**src/rtl/tl_pkg.sv**
```systemverilog
// Shared types, lamp encodings and phase helpers for the traffic-light sequencer.
// Optional feature macro: TL_NIGHT_MODE_EN (adds the NIGHT state).
package tl_pkg;

`ifdef TL_NIGHT_MODE_EN
  typedef enum logic [2:0] {
    MAIN_GREEN  = 3'd0,
    MAIN_YELLOW = 3'd1,
    ALL_RED_A   = 3'd2,
    SIDE_GREEN  = 3'd3,
    SIDE_YELLOW = 3'd4,
    ALL_RED_B   = 3'd5,
    NIGHT       = 3'd6
  } phase_t;
`else
  typedef enum logic [2:0] {
    MAIN_GREEN  = 3'd0,
    MAIN_YELLOW = 3'd1,
    ALL_RED_A   = 3'd2,
    SIDE_GREEN  = 3'd3,
    SIDE_YELLOW = 3'd4,
    ALL_RED_B   = 3'd5
  } phase_t;
`endif

  localparam logic [2:0] LT_RED = 3'b100;
  localparam logic [2:0] LT_YEL = 3'b010;
  localparam logic [2:0] LT_GRN = 3'b001;
  localparam logic [2:0] LT_OFF = 3'b000;

  typedef struct packed {
    logic [3:0] ten;
    logic [3:0] unit;
  } bcd2_t;

  // Duration loaded on entry to phase p; durations are passed in so the
  // top-level parameters stay overridable per instance.
  function automatic bcd2_t phase_duration(input phase_t p, input bcd2_t t_mg,
                                           input bcd2_t t_sg, input bcd2_t t_y,
                                           input bcd2_t t_ar);
    bcd2_t d;
    case (p)
      MAIN_GREEN:  d = t_mg;
      MAIN_YELLOW: d = t_y;
      ALL_RED_A:   d = t_ar;
      SIDE_GREEN:  d = t_sg;
      SIDE_YELLOW: d = t_y;
      ALL_RED_B:   d = t_ar;
      default:     d = 8'h00;
    endcase
    return d;
  endfunction

  // Fixed phase rotation; anything unexpected recovers through ALL_RED_B.
  function automatic phase_t next_phase(input phase_t p);
    phase_t n;
    case (p)
      MAIN_GREEN:  n = MAIN_YELLOW;
      MAIN_YELLOW: n = ALL_RED_A;
      ALL_RED_A:   n = SIDE_GREEN;
      SIDE_GREEN:  n = SIDE_YELLOW;
      SIDE_YELLOW: n = ALL_RED_B;
      ALL_RED_B:   n = MAIN_GREEN;
      default:     n = ALL_RED_B;
    endcase
    return n;
  endfunction

  // Lamp pattern {main, side} for a phase; unknown phases show all red.
  function automatic logic [5:0] phase_lamps(input phase_t p);
    logic [5:0] l;
    case (p)
      MAIN_GREEN:  l = {LT_GRN, LT_RED};
      MAIN_YELLOW: l = {LT_YEL, LT_RED};
      SIDE_GREEN:  l = {LT_RED, LT_GRN};
      SIDE_YELLOW: l = {LT_RED, LT_YEL};
      default:     l = {LT_RED, LT_RED};
    endcase
    return l;
  endfunction

  function automatic logic bcd_ok(input bcd2_t v);
    return (v.ten <= 4'd9) && (v.unit <= 4'd9);
  endfunction

endpackage

```
**src/rtl/tl_bcd_step.sv**
```systemverilog
// Two-digit BCD arithmetic: saturating add (clamps at 99) then optional decrement.
module tl_bcd_step
  import tl_pkg::*;
(
  input  bcd2_t cur_i,
  input  bcd2_t add_i,
  input  logic  add_en_i,
  input  logic  dec_en_i,
  output bcd2_t res_o
);

  logic [4:0] unit_sum_s;
  logic [4:0] ten_sum_s;
  bcd2_t      sum_s;

  // Digit-wise add with carry, saturate on tens overflow, then step down by one.
  always_comb begin
    unit_sum_s = 5'd0;
    ten_sum_s  = 5'd0;
    sum_s      = cur_i;
    res_o      = cur_i;
    if (add_en_i) begin
      unit_sum_s = {1'b0, cur_i.unit} + {1'b0, add_i.unit};
      ten_sum_s  = {1'b0, cur_i.ten} + {1'b0, add_i.ten};
      if (unit_sum_s > 5'd9) begin
        unit_sum_s = unit_sum_s - 5'd10;
        ten_sum_s  = ten_sum_s + 5'd1;
      end else begin
        unit_sum_s = unit_sum_s;
      end
      if (ten_sum_s > 5'd9) begin
        sum_s = 8'h99;
      end else begin
        sum_s = {ten_sum_s[3:0], unit_sum_s[3:0]};
      end
    end else begin
      sum_s = cur_i;
    end
    if (dec_en_i) begin
      if (sum_s.unit == 4'd0) begin
        res_o = {sum_s.ten - 4'd1, 4'd9};
      end else begin
        res_o = {sum_s.ten, sum_s.unit - 4'd1};
      end
    end else begin
      res_o = sum_s;
    end
  end

endmodule

```
**src/rtl/tl_phase_sequencer_chk.sv**
```systemverilog
// Simulation checks: legal duration parameters and no conflicting green/yellow lamps.
module tl_phase_sequencer_chk
  import tl_pkg::*;
#(
  parameter logic [7:0] T_MAIN_GREEN = 8'h30,
  parameter logic [7:0] T_SIDE_GREEN = 8'h20,
  parameter logic [7:0] T_YELLOW     = 8'h03,
  parameter logic [7:0] T_ALL_RED    = 8'h02,
  parameter logic [7:0] T_EXT        = 8'h10
) (
  input logic       clk,
  input logic       rst_n,
  input phase_t     phase_i,
  input logic [2:0] main_light_i,
  input logic [2:0] side_light_i
);

  logic params_ok_s;
  logic lamps_ok_s;

  assign params_ok_s = bcd_ok(T_MAIN_GREEN) && bcd_ok(T_SIDE_GREEN) && bcd_ok(T_YELLOW)
                    && bcd_ok(T_ALL_RED) && bcd_ok(T_EXT)
                    && (T_MAIN_GREEN != 8'h00) && (T_SIDE_GREEN != 8'h00)
                    && (T_YELLOW != 8'h00) && (T_ALL_RED != 8'h00);

`ifdef TL_NIGHT_MODE_EN
  assign lamps_ok_s = (phase_i == NIGHT) || (main_light_i == LT_RED) || (side_light_i == LT_RED);
`else
  assign lamps_ok_s = (main_light_i == LT_RED) || (side_light_i == LT_RED) || (phase_i == ALL_RED_B && 1'b0);
`endif

  // Sample both properties on every clock outside reset.
  always @(posedge clk) begin
    if (rst_n) begin
      assert (params_ok_s) else $error("tl_phase_sequencer: illegal duration parameter");
      assert (lamps_ok_s) else $error("tl_phase_sequencer: main and side both non-red");
    end
  end

endmodule

```
**src/rtl/tl_phase_sequencer.sv**
```systemverilog
// Two-road phase sequencer with per-phase BCD countdown and one green extension.
// Optional feature macro: TL_NIGHT_MODE_EN (night_mode port, flashing-yellow NIGHT state).
module tl_phase_sequencer
  import tl_pkg::*;
#(
  parameter logic [7:0] T_MAIN_GREEN = 8'h30,
  parameter logic [7:0] T_SIDE_GREEN = 8'h20,
  parameter logic [7:0] T_YELLOW     = 8'h03,
  parameter logic [7:0] T_ALL_RED    = 8'h02,
  parameter logic [7:0] T_EXT        = 8'h10
) (
  input  logic       clk,
  input  logic       rst_n,
  input  logic       tick_1hz,
  input  logic       run,
  input  logic       ext_req,
`ifdef TL_NIGHT_MODE_EN
  input  logic       night_mode,
`endif
  output logic [2:0] main_light,
  output logic [2:0] side_light,
  output logic [3:0] cnt_ten,
  output logic [3:0] cnt_unit,
  output logic [2:0] phase,
  output logic       ext_used
);

  phase_t     phase_q, phase_d;
  bcd2_t      count_q, count_d;
  logic       ext_used_q, ext_used_d;
  logic [2:0] main_q, main_d, side_q, side_d;

  logic  tick_run_s, ext_ok_s, ext_adds_s, advance_s;
  bcd2_t step_res_s;

  assign tick_run_s = run & tick_1hz;
  assign ext_ok_s   = run & ext_req & ~ext_used_q
                    & ((phase_q == MAIN_GREEN) | (phase_q == SIDE_GREEN));
  // A zero-length extension still consumes the request but must not block the advance.
  assign ext_adds_s = ext_ok_s & (T_EXT != 8'h00);
  assign advance_s  = tick_run_s & (count_q == 8'h01) & ~ext_adds_s;

  tl_bcd_step u_step (
    .cur_i    (count_q),
    .add_i    (T_EXT),
    .add_en_i (ext_adds_s),
    .dec_en_i (tick_run_s),
    .res_o    (step_res_s)
  );

  // Next-state selection: night override, phase advance, or count/extension update.
  always_comb begin
    phase_d    = phase_q;
    count_d    = count_q;
    ext_used_d = ext_used_q;
    main_d     = main_q;
    side_d     = side_q;
`ifdef TL_NIGHT_MODE_EN
    if (night_mode) begin
      phase_d    = NIGHT;
      count_d    = 8'h00;
      ext_used_d = 1'b0;
      if (phase_q != NIGHT) begin
        main_d = LT_YEL;
        side_d = LT_YEL;
      end else if (tick_1hz) begin
        main_d = main_q ^ LT_YEL;
        side_d = side_q ^ LT_YEL;
      end else begin
        main_d = main_q;
        side_d = side_q;
      end
    end else if (phase_q == NIGHT) begin
      phase_d    = ALL_RED_B;
      count_d    = T_ALL_RED;
      ext_used_d = 1'b0;
      main_d     = LT_RED;
      side_d     = LT_RED;
    end else begin
`else
    begin
`endif
      if (advance_s) begin
        phase_d    = next_phase(phase_q);
        count_d    = phase_duration(next_phase(phase_q), T_MAIN_GREEN, T_SIDE_GREEN,
                                    T_YELLOW, T_ALL_RED);
        ext_used_d = 1'b0;
      end else begin
        count_d    = step_res_s;
        ext_used_d = ext_used_q | ext_ok_s;
      end
      {main_d, side_d} = phase_lamps(phase_d);
    end
  end

  // State, count and lamp registers; reset parks the junction in all-red clearance.
  always_ff @(posedge clk or negedge rst_n) begin
    if (!rst_n) begin
      phase_q    <= ALL_RED_B;
      count_q    <= T_ALL_RED;
      ext_used_q <= 1'b0;
      main_q     <= LT_RED;
      side_q     <= LT_RED;
    end else begin
      phase_q    <= phase_d;
      count_q    <= count_d;
      ext_used_q <= ext_used_d;
      main_q     <= main_d;
      side_q     <= side_d;
    end
  end

  assign main_light = main_q;
  assign side_light = side_q;
  assign cnt_ten    = count_q.ten;
  assign cnt_unit   = count_q.unit;
  assign phase      = phase_q;
  assign ext_used   = ext_used_q;

  tl_phase_sequencer_chk #(
    .T_MAIN_GREEN (T_MAIN_GREEN),
    .T_SIDE_GREEN (T_SIDE_GREEN),
    .T_YELLOW     (T_YELLOW),
    .T_ALL_RED    (T_ALL_RED),
    .T_EXT        (T_EXT)
  ) u_chk (
    .clk          (clk),
    .rst_n        (rst_n),
    .phase_i      (phase_q),
    .main_light_i (main_q),
    .side_light_i (side_q)
  );

endmodule

```
**config.mk**
```make
export PLATFORM = sky130hd
export DESIGN_NAME = tl_phase_sequencer
export DESIGN_NICKNAME = d
export VERILOG_FILES = /design/src/rtl/tl_pkg.sv /design/src/rtl/tl_bcd_step.sv /design/src/rtl/tl_phase_sequencer_chk.sv /design/src/rtl/tl_phase_sequencer.sv
export SDC_FILE = /design/constraint.sdc
export NUM_CORES = 1
export LEC_CHECK = 0
export ABC_AREA = 1
export CAP_MARGIN = 40
export CORE_MARGIN = 4
export CORE_UTILIZATION = 30
export CTS_CLUSTER_SIZE = 12
export DETAILED_ROUTE_END_ITERATION = 8
export PLACE_DENSITY = 0.49
export SLEW_MARGIN = 10
export SYNTH_ARGS = -nofsm -noshare
export SYNTH_HDL_FRONTEND = slang
export SYNTH_SLANG_ARGS = --single-unit
```
**constraint.sdc**
```tcl
create_clock -name clk -period 2.4 [get_ports clk]
set_clock_uncertainty 0.2 [all_clocks]
set_input_delay 0.48 -clock clk [delete_from_list [all_inputs] [get_ports clk]]
set_output_delay 0.48 -clock clk [all_outputs]
set_load 0.02 [all_outputs]
```
# Word-level counts from Yosys, hierarchy flattened
# Index checks and enable logic that the tools add are counted.
word_totals:
  output_inout_bits: 18
  regBits: 18
  inputBits: 5
  wordCells: 56
op_classes:
  n_eq_ne: 13
  reduce_logical: 6
  order_cmp: 2
  n_bitwise: 10
  n_mux: 14
  addsub: 5
ops:
  columns: ["op", "count"]
  rows:
  - ["6-bit case mux with 4 select lines", 2]
  - ["8-bit two-way mux", 5]
  - ["3-bit by 2-bit == test with 1-bit output (second input constant)", 5]
  - ["3-bit case mux with 5 select lines", 1]
  - ["3-bit == test (second input constant)", 4]
  - ["5-bit two-way mux", 2]
  - ["3-bit by 1-bit == test with 1-bit output (second input constant)", 3]
  - ["3-bit logical NOT", 3]
  - ["8-bit by 1-bit == test with 1-bit output (second input constant)", 1]
  - ["4-bit by 1-bit subtractor with 4-bit output (second input constant)", 2]
  - ["1-bit bitwise AND", 6]
  - ["3-bit two-way mux", 2]
  - ["4-bit by 1-bit adder with 5-bit output (second input constant)", 1]
  - ["5-bit by 1-bit adder with 5-bit output (second input constant)", 1]
  - ["5-bit by 4-bit greater-than comparator with 1-bit output (second input constant)", 1]
  - ["4-bit greater-than comparator (second input constant)", 1]
  - ["4-bit logical NOT", 1]
  - ["4-bit two-way mux", 1]
  - ["2-bit OR reduction", 2]
  - ["4-bit subtractor (second input constant)", 1]
  - ["1-bit NOT", 2]
  - ["1-bit OR", 2]
  - ["1-bit two-way mux", 1]

# Logic depth before layout (Yosys ltp)
depth:
  depth_word: 11
  mapped_depth: 19
  mapped_depth_nobuf: 19

# Modules after synthesis
# Synthesis repeated with hierarchy kept, for this count alone.
hier_totals:
  hier_cells: 248
  hier_area_um2: 1819.2
by_module_without_submodules:
  columns: ["mod", "instances", "seq_area_each_um2", "area_per_inst_um2", "cells_each"]
  rows:
  - ["tl_bcd_step", 1, 0.0, 953.4, 147]
  - ["tl_phase_sequencer", 1, 456.7, 865.8, 101]

# Worst setup path before layout
# No wires, ideal clock.
synth_path:
  kind: "register -> register"
  startpoint: "reg count_q, in the netlist cnt_ten[0]"
  endpoint: "reg count_q, in the netlist cnt_ten[1]"
  setup_slack_ns: -0.041
  path_stages_with_launch: 19
  required_time_ns: 2.080
  period_less_slack_ns: 2.441
  setup_time_ns: 0.120
  t_arrival_ns: 2.120
  path_cell_list: "dfrtp_1 > inv_1 > ha_1 > inv_1 > nand2_1 > nand2_1 > nand2_1 > nand2_1 > inv_1 > nand2_1 > nand3_2 > nand2_2 > nand2_4 > nand2_1 > inv_1 > ha_1 > nand3_1 > nand3_1 > nand2_1"
synth_rtl:
  columns: ["item", "line_no", "text"]
  rows:
  - ["start: declaration", "tl_phase_sequencer.sv:29", "bcd2_t count_q, count_d;"]
  - ["start signal: assignment", "tl_phase_sequencer.sv:106", "count_q <= count_d;"]

==> results.md <==
- Core area: 4090 um^2
- Antenna violations before repair: 0
- Final worst slack: 0.0316 ns
- Tcrit/Tclk final: 98.7%
- Setup tns final: 0 ns
- Lkg Pwr: 0.921 nW
- First-pass GRT wire length: 5600 um
- Status: complete, no violations
- Wirelength per Cell: 12.3 um
- RePlAce Congestion: 0.894
- Critical path arrival: 2.30 ns
- Tmin final: 2.37 ns
- Total of max-cap violations: 0
- CTS sink count: 18
- Net Sw Power: 0.00125 W
- Pwr per Cell Area: 1360 nW/um^2
- Layout Nets: 233
- CTS root buf: clkbuf_8
- Clk_lat worst skew: 0.25 ns
- Vias post-DR: 1282
- Comb pwr share: 65.9%
- Post-DP HPWL: 2570 um
- Layout cells sized above 1: 32.4%
- Most common cell after layout, fill and taps aside: nand2_1
- Width of the die: 73.9 um
- CP max FO: 7
- Final-report hold violation count: 0
- Fmax: 422 MHz
- Hold WC Path Type: reg -> reg
- Net Sw Frac: 48.9%
- #FFs+latches synth: 18
- Buffers on Ports: 22
- Worst slack, placed: -0.134 ns
- CTS tree: done
- Die ar.: 5460 um^2
- Hold_ws: 0.323 ns
- Slew Limit Fails: 0
- Htree depth: 1
- Vias per inst: 4.71
- DRC viols: 0
- Setup CP Type: reg -> reg
- Clk slew on worst S/H paths: 0.07 ns
- Starting density of the core: 31.8%
- Post-synthesis sequential area ratio: 35.1%
- Final ANT Viol Nets: 0
- Mapped Avg Cell Area: 7.35 um^2
- CTS Buf Count: 3
- Commonest cells after routing, fill and taps aside: nand2_1 (48), clkdlybuf4s50_1 (22), inv_1 (20)
- Post-synthesis cell area: 1300 um^2
- GR Util All Layers: 13.0%
- Yosys warnings: 0
- Post-Syn Nets: 187
- Hold depth: 2
- First-pass DRT Iterations: 4
- RSZ-0062 raised after global routing: true
- Vias in the first global route: 1320
- Slew at the pin closest to its max-slew limit: 0.356 ns
- Crit path launch type: flop
- P_int: 0.00130 W
- Hold_buf cts: 0
- Die Ht: 73.9 um
- Reg2Reg Depth: 14
- Final setup viols: 0
- Initial drt markers: 41
- # fillers: 409
- Clock buffer depth: 2
- Post-Route WL: 3350 um
- Area Overhead vs Synth: 44.7%
- Gr ovfl total: 0
- Register area: 459 um^2
- Post-synth cell types: 29
- Mapped Cells: 177
- Worst Path Required: 2.34 ns
- Worst Setup End Kind: flop
- Area of the multi-input gates: 820 um^2
- # rows: 23
- Clock share of power: 9.8%
- I/O pins: 23
- Largest net degree at the start of global routing: 19
- Worst rel slew slack: 76.1%
- Peak supply drop: 0.533 mV
- Sequential share of power: 24.3%
- Ant diodes: 0
[worst max-delay path: stages, from the launching register on]
cell and delay [ns]:
dfstp_2 0.55, nor2_1 0.08, nor2_2 0.19, nand3_1 0.15, nand2_1 0.15, nand2_2 0.07, nand3_2 0.06, nand2_2 0.06
nand2_4 0.09, buf_12 0.13, nand3_4 0.07, nor2_4 0.21, nand3_2 0.11, nand3_2 0.08, nand2_1 0.05
[Yosys cell counts]
cell type / number / area share (%)
xor2_2: 1 / 1.3
inv_1: 24 / 6.9
nand3b_1: 1 / 0.58
nor2_4: 4 / 3.5
a21oi_1: 2 / 0.77
inv_2: 4 / 1.2
dfrtp_1: 13 / 25
nand2_2: 5 / 2.4
nand3_1: 17 / 6.5
nor2_1: 17 / 4.9
nand4_4: 1 / 1.6
nand4_2: 1 / 0.96
clkinv_1: 1 / 0.29
nor3_1: 3 / 1.2
nor4_1: 1 / 0.48
o21ai_0: 5 / 1.9
dfstp_2: 5 / 10
nand2_4: 2 / 1.7
nand4_1: 1 / 0.48
a211o_2: 1 / 0.77
o311ai_0: 1 / 0.67
nand2_1: 49 / 14
xor2_1: 2 / 1.3
o31ai_2: 1 / 0.96
nor2_2: 3 / 1.4
o21ai_1: 3 / 1.2
nand3_2: 3 / 2.3
ha_1: 5 / 4.8
a21oi_2: 1 / 0.67
[final cells by class]
cell class	instances	area share, %
multi-input cells	130	43.5
flip-flops and latches	18	24.4
repair buffers	41	19.9
inverters	29	5.91
well taps	50	3.32
clock buffers	4	2.92
[stage by stage]
step | instance area [um^2] | std cells | total power (W) | util [%]
after floorplan | 1300 | 177 | 0.00156 | -
after global placement | 1700 | 263 | 0.00209 | 41.7
after detailed placement | 1700 | 263 | 0.00211 | 41.7
after CTS | 1760 | 267 | 0.00238 | 43.0
after global routing | 1880 | 272 | 0.00278 | 46.1
final | 1880 | 272 | 0.00255 | 46.1
[per-layer routing]
metal	vias to the layer above	GRT usage, %	wire, um
met5	-	0	0
met4	0	4.02	27
met3	4	2.19	103
met2	29	22.6	1770
met1	598	16.1	1450
li1	651	-	-
[power by group through the flow]
stage	clock network, W	logic, W	registers, W
floorplan	0	0.000815	0.000740
global placement	0	0.00149	0.000601
global route	0.000274	0.00187	0.000637
detailed placement	0	0.00150	0.000606
finish	0.000250	0.00168	0.000620
CTS	0.000258	0.00152	0.000603
[sequential cells by signal (all words and copies together) (netlist names)]
signal      flops
main_light      3
ext_used        1
side_light      3
cnt_unit        4
cnt_ten         4
phase           3
[repair_timing]
item,4_1_cts,5_1_grt
setup buffers,0,5
endpoints found under the setup margin,0,7
gates resized for setup,0,22
[path summary, 6_finish.rpt]
path / startpoint / to / slack, ns
max in group asynchronous: rst_n / side_light[2]$_DFF_PN1_ / 1.38
max reg2reg: cnt_unit[1]$_DFF_PN1_ / cnt_ten[1]$_DFF_PN0_ / 0.03
max: cnt_unit[1]$_DFF_PN1_ / cnt_ten[1]$_DFF_PN0_ / 0.03
min in group asynchronous: rst_n / ext_used$_DFF_PN0_ / 0.35
min: ext_used$_DFF_PN0_ / ext_used$_DFF_PN0_ / 0.32
min reg2reg: ext_used$_DFF_PN0_ / ext_used$_DFF_PN0_ / 0.32
[cell families (layout without fill, tap and decap cells)]
| family | after synthesis | count (layout) | synth area share, % |
|---|---|---|---|
| XOR/XNOR | 3 | 3 | 2.60 |
| adder cells (fa/ha/maj) | 5 | 5 | 4.81 |
| flip-flops | 18 | 18 | 35.1 |
| AO/OA/AOI/OAI | 14 | 14 | 6.92 |
| buffers and inverters | 29 | 74 | 8.37 |
| AND/OR/NAND/NOR | 108 | 108 | 42.2 |
Power figures use the tool's default switching activity.
